--- src/rtl/pwm_pkg.sv ---
// Shared types and default sizing for the PWM duty-ramp controller.
package pwm_pkg;

    typedef enum logic [0:0] {
        IDLE = 1'b0,
        RAMP = 1'b1
    } ramp_state_t;

    localparam int unsigned PWM_DUTY_W    = 4;
    localparam int unsigned PWM_DUTY_MAX  = 10;
    localparam int unsigned PWM_DUTY_INIT = 5;

endpackage

--- src/rtl/pwm_ramp_tick.sv ---
// Divides PWM period boundaries by RAMP_DIV; step_c fires on the qualifying period_start.
module pwm_ramp_tick #(
    parameter int unsigned RAMP_DIV = 4
) (
    input  logic clk,
    input  logic rst,
    input  logic clear,
    input  logic period_start,
    output logic step_c
);

    localparam int unsigned TICK_W = (RAMP_DIV > 1) ? $clog2(RAMP_DIV) : 1;
    localparam logic [TICK_W-1:0] TICK_LAST = TICK_W'(RAMP_DIV - 1);

    logic [TICK_W-1:0] tick;

    // Clear dominates so the count restarts from zero on every ramp entry.
    always_ff @(posedge clk) begin
        if (rst || clear) begin
            tick <= '0;
        end else if (period_start) begin
            tick <= (tick == TICK_LAST) ? '0 : tick + TICK_W'(1);
        end
    end

    assign step_c = period_start && (tick == TICK_LAST);

endmodule

--- src/rtl/pwm_duty_ramp_ctrl.sv ---
// Arbitrates host and button duty requests into a target and slews the applied
// duty toward it one step per RAMP_DIV PWM periods, only at period boundaries.
module pwm_duty_ramp_ctrl
    import pwm_pkg::*;
#(
    parameter int unsigned DUTY_W    = PWM_DUTY_W,
    parameter int unsigned DUTY_MAX  = PWM_DUTY_MAX,
    parameter int unsigned DUTY_INIT = PWM_DUTY_INIT,
    parameter int unsigned RAMP_DIV  = 4
) (
    input  logic              clk,
    input  logic              rst,
    input  logic              period_start,
    input  logic              btn_inc,
    input  logic              btn_dec,
    input  logic              host_valid,
    input  logic [DUTY_W-1:0] host_duty,
    output logic              host_ready,
    output logic [DUTY_W-1:0] duty,
    output logic              busy
);

    localparam logic [DUTY_W-1:0] MAX_D  = DUTY_W'(DUTY_MAX);
    localparam logic [DUTY_W-1:0] INIT_D = DUTY_W'(DUTY_INIT);

    ramp_state_t       state;
    ramp_state_t       state_next;
    logic [DUTY_W-1:0] target;
    logic [DUTY_W-1:0] target_next;
    logic [DUTY_W-1:0] duty_next;
    logic              host_ready_next;
    logic              busy_next;
    logic              host_fire;
    logic              step_c;

    assign host_fire = host_valid && host_ready;

    pwm_ramp_tick #(
        .RAMP_DIV(RAMP_DIV)
    ) u_tick (
        .clk         (clk),
        .rst         (rst),
        .clear       (state == IDLE),
        .period_start(period_start),
        .step_c      (step_c)
    );

    // Next-state, target arbitration and duty slew.
    always_comb begin
        state_next      = state;
        target_next     = target;
        duty_next       = duty;
        host_ready_next = 1'b1;
        busy_next       = 1'b0;

        if (host_fire) begin
            target_next = (host_duty > MAX_D) ? MAX_D : host_duty;
        end else if (btn_inc && !btn_dec) begin
            target_next = (target >= MAX_D) ? MAX_D : target + DUTY_W'(1);
        end else if (btn_dec && !btn_inc) begin
            target_next = (target == '0) ? '0 : target - DUTY_W'(1);
        end

        case (state)
            IDLE: begin
                if (target != duty) begin
                    state_next = RAMP;
                end
            end
            RAMP: begin
                if (target == duty) begin
                    state_next = IDLE;
                end
                if (step_c) begin
                    if (target > duty) begin
                        duty_next = duty + DUTY_W'(1);
                    end else if (target < duty) begin
                        duty_next = duty - DUTY_W'(1);
                    end
                end
            end
            default: state_next = IDLE;
        endcase

        host_ready_next = (state_next == IDLE);
        busy_next       = (state_next == RAMP);
    end

    always_ff @(posedge clk) begin
        if (rst) begin
            state      <= IDLE;
            target     <= INIT_D;
            duty       <= INIT_D;
            host_ready <= 1'b1;
            busy       <= 1'b0;
        end else begin
            state      <= state_next;
            target     <= target_next;
            duty       <= duty_next;
            host_ready <= host_ready_next;
            busy       <= busy_next;
        end
    end

endmodule

--- config.mk ---
export PLATFORM = sky130hd
export DESIGN_NAME = pwm_duty_ramp_ctrl
export DESIGN_NICKNAME = d
export VERILOG_FILES = /design/src/rtl/pwm_pkg.sv /design/src/rtl/pwm_ramp_tick.sv /design/src/rtl/pwm_duty_ramp_ctrl.sv
export SDC_FILE = /design/constraint.sdc
export NUM_CORES = 1
export LEC_CHECK = 0
export ABC_AREA = 1
export BUFFER_PORTS_ARGS = -buffer_cell sky130_fd_sc_hd__buf_2
export CORE_AREA = 4 4 48 50
export CTS_BUF_LIST = sky130_fd_sc_hd__clkbuf_8
export CTS_CLUSTER_SIZE = 8
export DETAILED_ROUTE_END_ITERATION = 10
export DIE_AREA = 0 0 52 54
export PLACE_DENSITY = 0.75
export SYNTH_ARGS = -nofsm -noshare
export SYNTH_HDL_FRONTEND = slang
export SYNTH_SLANG_ARGS = --single-unit
export TNS_END_PERCENT = 5
--- constraint.sdc ---
create_clock -name clk -period 5.58 [get_ports clk]
set_input_delay 0 -clock clk [delete_from_list [all_inputs] [get_ports clk]]
set_output_delay 0 -clock clk [all_outputs]
set_load 0.01 [all_outputs]
==> metrics.cfg, run 1 <==
[global_routing]
grt_max_degree = 8
antenna_found_initial = 0
grt_util_met3_pct = 4.432
use_met1_pct = 17.49
grt.busiest_layer = met2
grt_overflow = 0
track_usage_pct = 15.97
grtUsageMet2_pct = 29.29
grt_first_pass_wirelength_mm = 3.360
grt_pass1_vias = 882

[power_and_ir_drop]
p_per_area_nw_per_um2 = 286.8
p_leak_nw = 0.5815
vdd_drop_max_v = 0.0002102

[critical_path]
timing.rr.start = target[2]
required_ns = 5.71
rr_endpoint = duty[3]
ff2ff_path_depth = 15
arrival_ns = 2.52
worstSetupPathType = reg -> reg
cp_max_fo = 7
cp-end-kind = flip-flop
reg2reg_slack_ns = 3.20
crit_path_start_kind = flip-flop

[floorplanning]
core-area_um2 = 1902
rows = 16
ios = 16
die_area_um2 = 2808
die_w_um = 52
die_h_um = 54
start_util_pct = 48.42

[logic_synthesis]
yosys_warnings = 0
synth_area_um2 = 920.9
synth_ff_type = dfxtp_1
yosysUniqueCellTypes = 24
synth_seq_cells = 12
synth_compound_area_share_pct = 16.44
synth_edf_count = 0
synth-seq-area-share_pct = 26.09
synth.area.mux_share_pct = 0
synthSimpleGateAreaFrac_pct = 27.45
synth_top_family_by_area = simple AND/OR/NAND/NOR gates
synth_xor_area_share_pct = 2.853
synthCells = 136
syn_avg_cell_area_um2 = 6.771
syn-num-nets = 157
synthAdderAreaFrac_pct = 15.76
synthArstFlopShare_pct = 0

[layout]
area_growth_pct = 17.66
mostFrequentLayoutCell = nand2_1
multiInputGateArea_um2 = 575.6
post-route-cell-area_um2 = 1084
nets = 177
fillers = 171
seqCellArea_um2 = 240.2
layout_common_cells = nand2_1, inv_1, buf_2
antennaDiodeCount = 0
final_layout_size_suffix_gt1_share_pct = 18.06

[clock_network]
htreeDepth = 1
cts-root-buf = clkbuf_8
cts_tree = yes
clk_pin_slew_worst_paths_ns = 0.06
cts.repair.resized = 0
numCtsBuffers = 3
clock-sinks = 12
cts_buffer_depth = 2
post-cts-setup-buffer-count = 0
insertion_delay_ns = 0.24

[sta]
setup_viol = 0
rsz0062_at_grt = no
setup_tns_ns = 0
worst_slew_pin_slew_ns = 0.4158
hold_viol_final = 0
slew_headroom_pct = 71.99
setup_ws_ns = 3.195
finalCritPeriodShare_pct = 42.74
layout_min_cycle_time_ns = 2.385
clock_skew_ns = 0.006927
fmax_mhz = 419.3
drv_slew = 0

[worst_hold_path]
hold_path_end = state
hp-class = in -> reg
hp-start = rst
worstHoldPathCells = 2

[place]
pre_cts_ws_ns = 3.251
gp_congestion = 0.8602
place_hpwl_mm = 1.525
dpl_cell_area_um2 = 1018
io_buffers = 15

[drt]
wl_per_cell_um = 10.89
drc = 0
ant_nets = 0
first_iter_violations = 12
via_per_inst = 4.912
firstDrtPassIters = 4
wl_mm = 1.982
vias = 894

[flow_run]
cap_violations = 0

[outcome]
status = finished, final reports clean

[critical path: stages, from the launching register on]
cell and delay [ns]:
dfxtp_1 0.52, ha_1 0.30, nand2_1 0.12, inv_1 0.05, nand2_1 0.09, nand2_2 0.09, o21ai_0 0.19, ha_1 0.36
nand3_1 0.10, nand3_1 0.09, inv_1 0.06, nand2_1 0.05, nand2_1 0.05, inv_1 0.05, a21oi_1 0.12, nor2_1 0.06
[worst max-delay path by stage]
stage | cells past startpoint | end | startpoint
2_1_floorplan | 16 | duty[3] | duty[1]
3_3_place_gp | 15 | duty[3] | target[2]
3_5_place_dp | 15 | duty[3] | target[2]
4_1_cts | 15 | duty[3] | target[2]
5_1_grt | 15 | duty[3] | target[2]
6_report | 15 | duty[3] | target[2]
[kinds of logic (layout without fill, tap and decap cells)]
family	Yosys count	in the layout
fa+ha+maj	11	11
flops	12	12
compound gates	26	26
xor+xnor	3	3
buf+inv	26	45
simple gates	58	58
[power breakdown]
part | internal (mW) | switching, mW | total [mW]
clock | 0.0622 | 0.0312 | 0.0934
combinational | 0.0445 | 0.0685 | 0.113
sequential | 0.0936 | 0.0106 | 0.104
total | 0.200 | 0.110 | 0.311
[registers in the layout, indices dropped and copies added (netlist names)]
register and flops:
u_tick.tick 2, duty 4, host_ready 1, state 1, target 4
[cell usage after synthesis, drive strengths merged, types with 2 or more instances]
cell,instances,area share (%)
o211ai,2,1.6
inv,25,10
a21oi,12,6.9
nand3,9,4.9
nand2,40,17
nor2,8,4.6
ha,10,14
o21ai,8,4.8
dfxtp,12,26
a211oi,2,1.6
xnor2,2,1.9
[stage by stage]
step | power [mW] | std cells | utilization, % | hold slack [ns]
3_5_place_dp | 0.2130 | 177 | 53.55 | 0.2496
4_1_cts | 0.3126 | 182 | 56.97 | 0.03018
6_report | 0.3107 | 182 | 56.97 | 0.03109
5_1_grt | 0.3357 | 182 | 56.97 | 0.04631
3_3_place_gp | 0.2084 | 177 | 53.55 | 0.2472
2_1_floorplan | 0.1904 | 136 | - | 0.08392
[repair_timing]
item / 4_1_cts / 5_1_grt
hold buffers: 1 / 0
endpoints found under the setup margin: 0 / 0
endpoints found under the hold margin: 1 / 0
[cell type report]
class	instances	area share, %
Tap cell	27	3.118
Sequential cell	12	22.17
Inverter	25	8.661
Multi-Input combinational cell	98	53.12
Clock buffer	4	5.081
Timing Repair Buffer	16	7.852
[metal layers]
layer / vias to the layer above / wire (um)
li1: 476 / -
met1: 402 / 930
met2: 14 / 967
met3: 2 / 79
met4: 0 / 6
met5: - / 0
(Power assumes the default switching activity.)
==> inputs of run 2 (changes only) <==
PLACE_DENSITY = 0.78   (was 0.75)
clock period = 2.05 ns   (was 5.58 ns; I/O delays follow)
==> run 2 against run 1 <==
Sequential cell count did not move. Register-to-register slack got worse by 3.2 ns. Via count rose by 8.1%. Clock skew fell by 0.0030 ns. Highest routed layer unchanged. Critical path depth fell by 5. Sequential share of layout area fell by 2.6 points. Largest cell class unchanged. First-iteration DRC count rose by 33%. Fmax rose by 19%.
==> metrics.cfg, run 2 (synthesis gave the netlist of run 1 again) <==
[outcome]
status = finished, final reports clean

[place]
place_hpwl_mm = 1.652  ; +8.3%
dpl.cell_count = 185  ; +4.5%
gp_congestion = 0.8746  ; +1.7%
io_buffers = 15  ; unchanged

[critical_path]
worstSetupPathType = reg -> reg
max_stage_delay_ns = 0.38  ; -0.14 ns
cp-end-kind = flip-flop
crit_path_start_kind = flip-flop
path_cells = ha_4 -> nand2_2 -> inv_1 -> nand2_2 -> nand2_4 -> o21ai_4 -> buf_4 -> fa_1 -> xnor2_1 -> o211ai_1
required_ns = 2.17  ; -3.54 ns
endpoint = duty[2]
ff2ff_path_depth = 10  ; -5
rr_endpoint = duty[2]
arrival_ns = 2.13  ; -0.39 ns
cp_max_fo = 4  ; -3
path_common_cell = nand2_2
critPathLaunch = target[3]
timing.rr.start = target[3]
reg2reg_slack_ns = 0.04  ; -3.15 ns
crit_slowest_cell = dfxtp_1

[sta]
setup_viol = 0  ; unchanged
slew_headroom_pct = 80.47  ; +8.5 points
fmax_mhz = 498.3  ; +19%
hold_viol_final = 0  ; unchanged
clock_skew_ns = 0.003890  ; -0.003037 ns
layout_min_cycle_time_ns = 2.007  ; -0.3779 ns
worst_slew_pin_slew_ns = 0.2904  ; -0.1254 ns
finalCritPeriodShare_pct = 97.89  ; +55 points
drv_slew = 0  ; unchanged

[clock_network]
insertion_delay_ns = 0.24  ; about the same
numCtsBuffers = 3  ; unchanged
htreeDepth = 1  ; unchanged
cts_buffer_depth = 2  ; unchanged
cts_tree = yes
clock-sinks = 12  ; unchanged
cts-root-buf = clkbuf_8
clk_pin_slew_worst_paths_ns = 0.06  ; about the same

[global_routing]
grt_overflow = 0  ; unchanged
antenna_found_initial = 0  ; unchanged
grt_pass1_vias = 905  ; +2.6%
grt_first_pass_wirelength_mm = 3.601  ; +7.2%
track_usage_pct = 16.80  ; +0.83 points
grt_max_degree = 8  ; unchanged

[flow_run]
cap_violations = 0  ; unchanged

[floorplanning]
ios = 16  ; unchanged
rows = 16  ; unchanged
die_area_um2 = 2808  ; unchanged
core-area_um2 = 1902  ; unchanged
start_util_pct = 48.42  ; unchanged
die_w_um = 52  ; unchanged
die_h_um = 54  ; unchanged

[power_and_ir_drop]
vdd_drop_max_v = 0.0007079  ; +240%
total_power_mw = 0.9783  ; +210%
p_leak_nw = 0.6444  ; +11%
p_per_area_nw_per_um2 = 767.3  ; +170%

[drt]
ant_nets = 0  ; unchanged
first_iter_violations = 16  ; +4
wl_per_cell_um = 12.24  ; +12%
drc = 0  ; unchanged
firstDrtPassIters = 4  ; unchanged
vias = 966  ; +8.1%
wl_mm = 2.350  ; +19%
via_per_inst = 5.031  ; +2.4%

[layout]
layout_common_cells = nand2_1, inv_1, buf_2
antennaDiodeCount = 0  ; unchanged
final_cells = 192  ; +5.5%
area_growth_pct = 38.45
final_layout_size_suffix_gt1_share_pct = 33.94  ; +16 points
nets = 187  ; +5.6%
mostFrequentLayoutCell = nand2_1
reg_top3 = duty (4), target (4), u_tick.tick (2)

[worst_hold_path]
hp-class = in -> reg

## run 2: changes by cell type in the layout (fill, tap and decap cells not counted), sizes merged
cell / change
buf: +10
## run 2: worst min-delay path by stage
| stage | startpoint | endpoint | slack (ns) | depth (start not counted) |
|---|---|---|---|---|
| 2_1_floorplan | rst | state | 0.08 | 1 |
| 3_3_place_gp | period_start | u_tick.tick[1] | 0.24 | 2 |
| 3_5_place_dp | period_start | u_tick.tick[1] | 0.25 | 2 |
| 4_1_cts | rst | state | 0.03 | 2 |
| 5_1_grt | rst | state | 0.06 | 2 |
| 6_report | rst | state | 0.06 | 2 |
## run 2: stage by stage
step	util [%]	hold WS (ns)	setup WS (ns)	setup TNS (ns)	cell area [um2]
finish	67.04	0.05509	0.04320	0	1275
global route	67.04	0.06011	-0.07132	-0.1259	1275
CTS	61.78	0.03402	0.01015	0	1175
detailed placement	57.24	0.2539	-0.03609	-0.03609	1089
global placement	57.24	0.2386	0.04072	0	1089
floorplan	-	0.08392	0.03249	0	930.9
## run 2: layer usage
metal	wire, um	share of wire [%]	track usage [%]
met1	1025	44	18.71
met2	1227	52	30.75
met3	78	3.3	4.155
met4	19	0.81	6.114
met5	0	0	0
## run 2: area by class of cell
| class | instances | area [um2] |
|---|---|---|
| sequential | 12 | 249.0 |
| inverter | 25 | 93.84 |
| timing repair buffer | 26 | 163.9 |
| fill | 146 | 626.9 |
| multi-input combinational | 98 | 679.4 |
| clock buffer | 4 | 55.05 |
| tap | 27 | 33.78 |
## run 2: power by group
group,leakage (nW),switching [mW],total [mW],internal (mW)
clock,0.0288,0.0946,0.265,0.170
sequential,0.100,0.0191,0.271,0.252
combinational,0.516,0.246,0.443,0.197
total,0.644,0.360,0.978,0.619
## run 2: repair_timing
action                                  in CTS  in global routing
endpoints found under the setup margin       1                  1
endpoints found under the hold margin        1                  0
hold buffers                                 1                  0
pin swaps                                    1                  4
gates resized for setup                      3                 16
setup buffers                                0                  2
## run 2: worst max-delay path: cells and delay by family, from the launching register on
family	cells	cell delay, ns
buffers and inverters	2	0.21
AO/OA/AOI/OAI	2	0.20
XOR/XNOR	1	0.19
flip-flops	1	0.38
adder cells (fa/ha/maj)	2	0.69
AND/OR/NAND/NOR	3	0.22
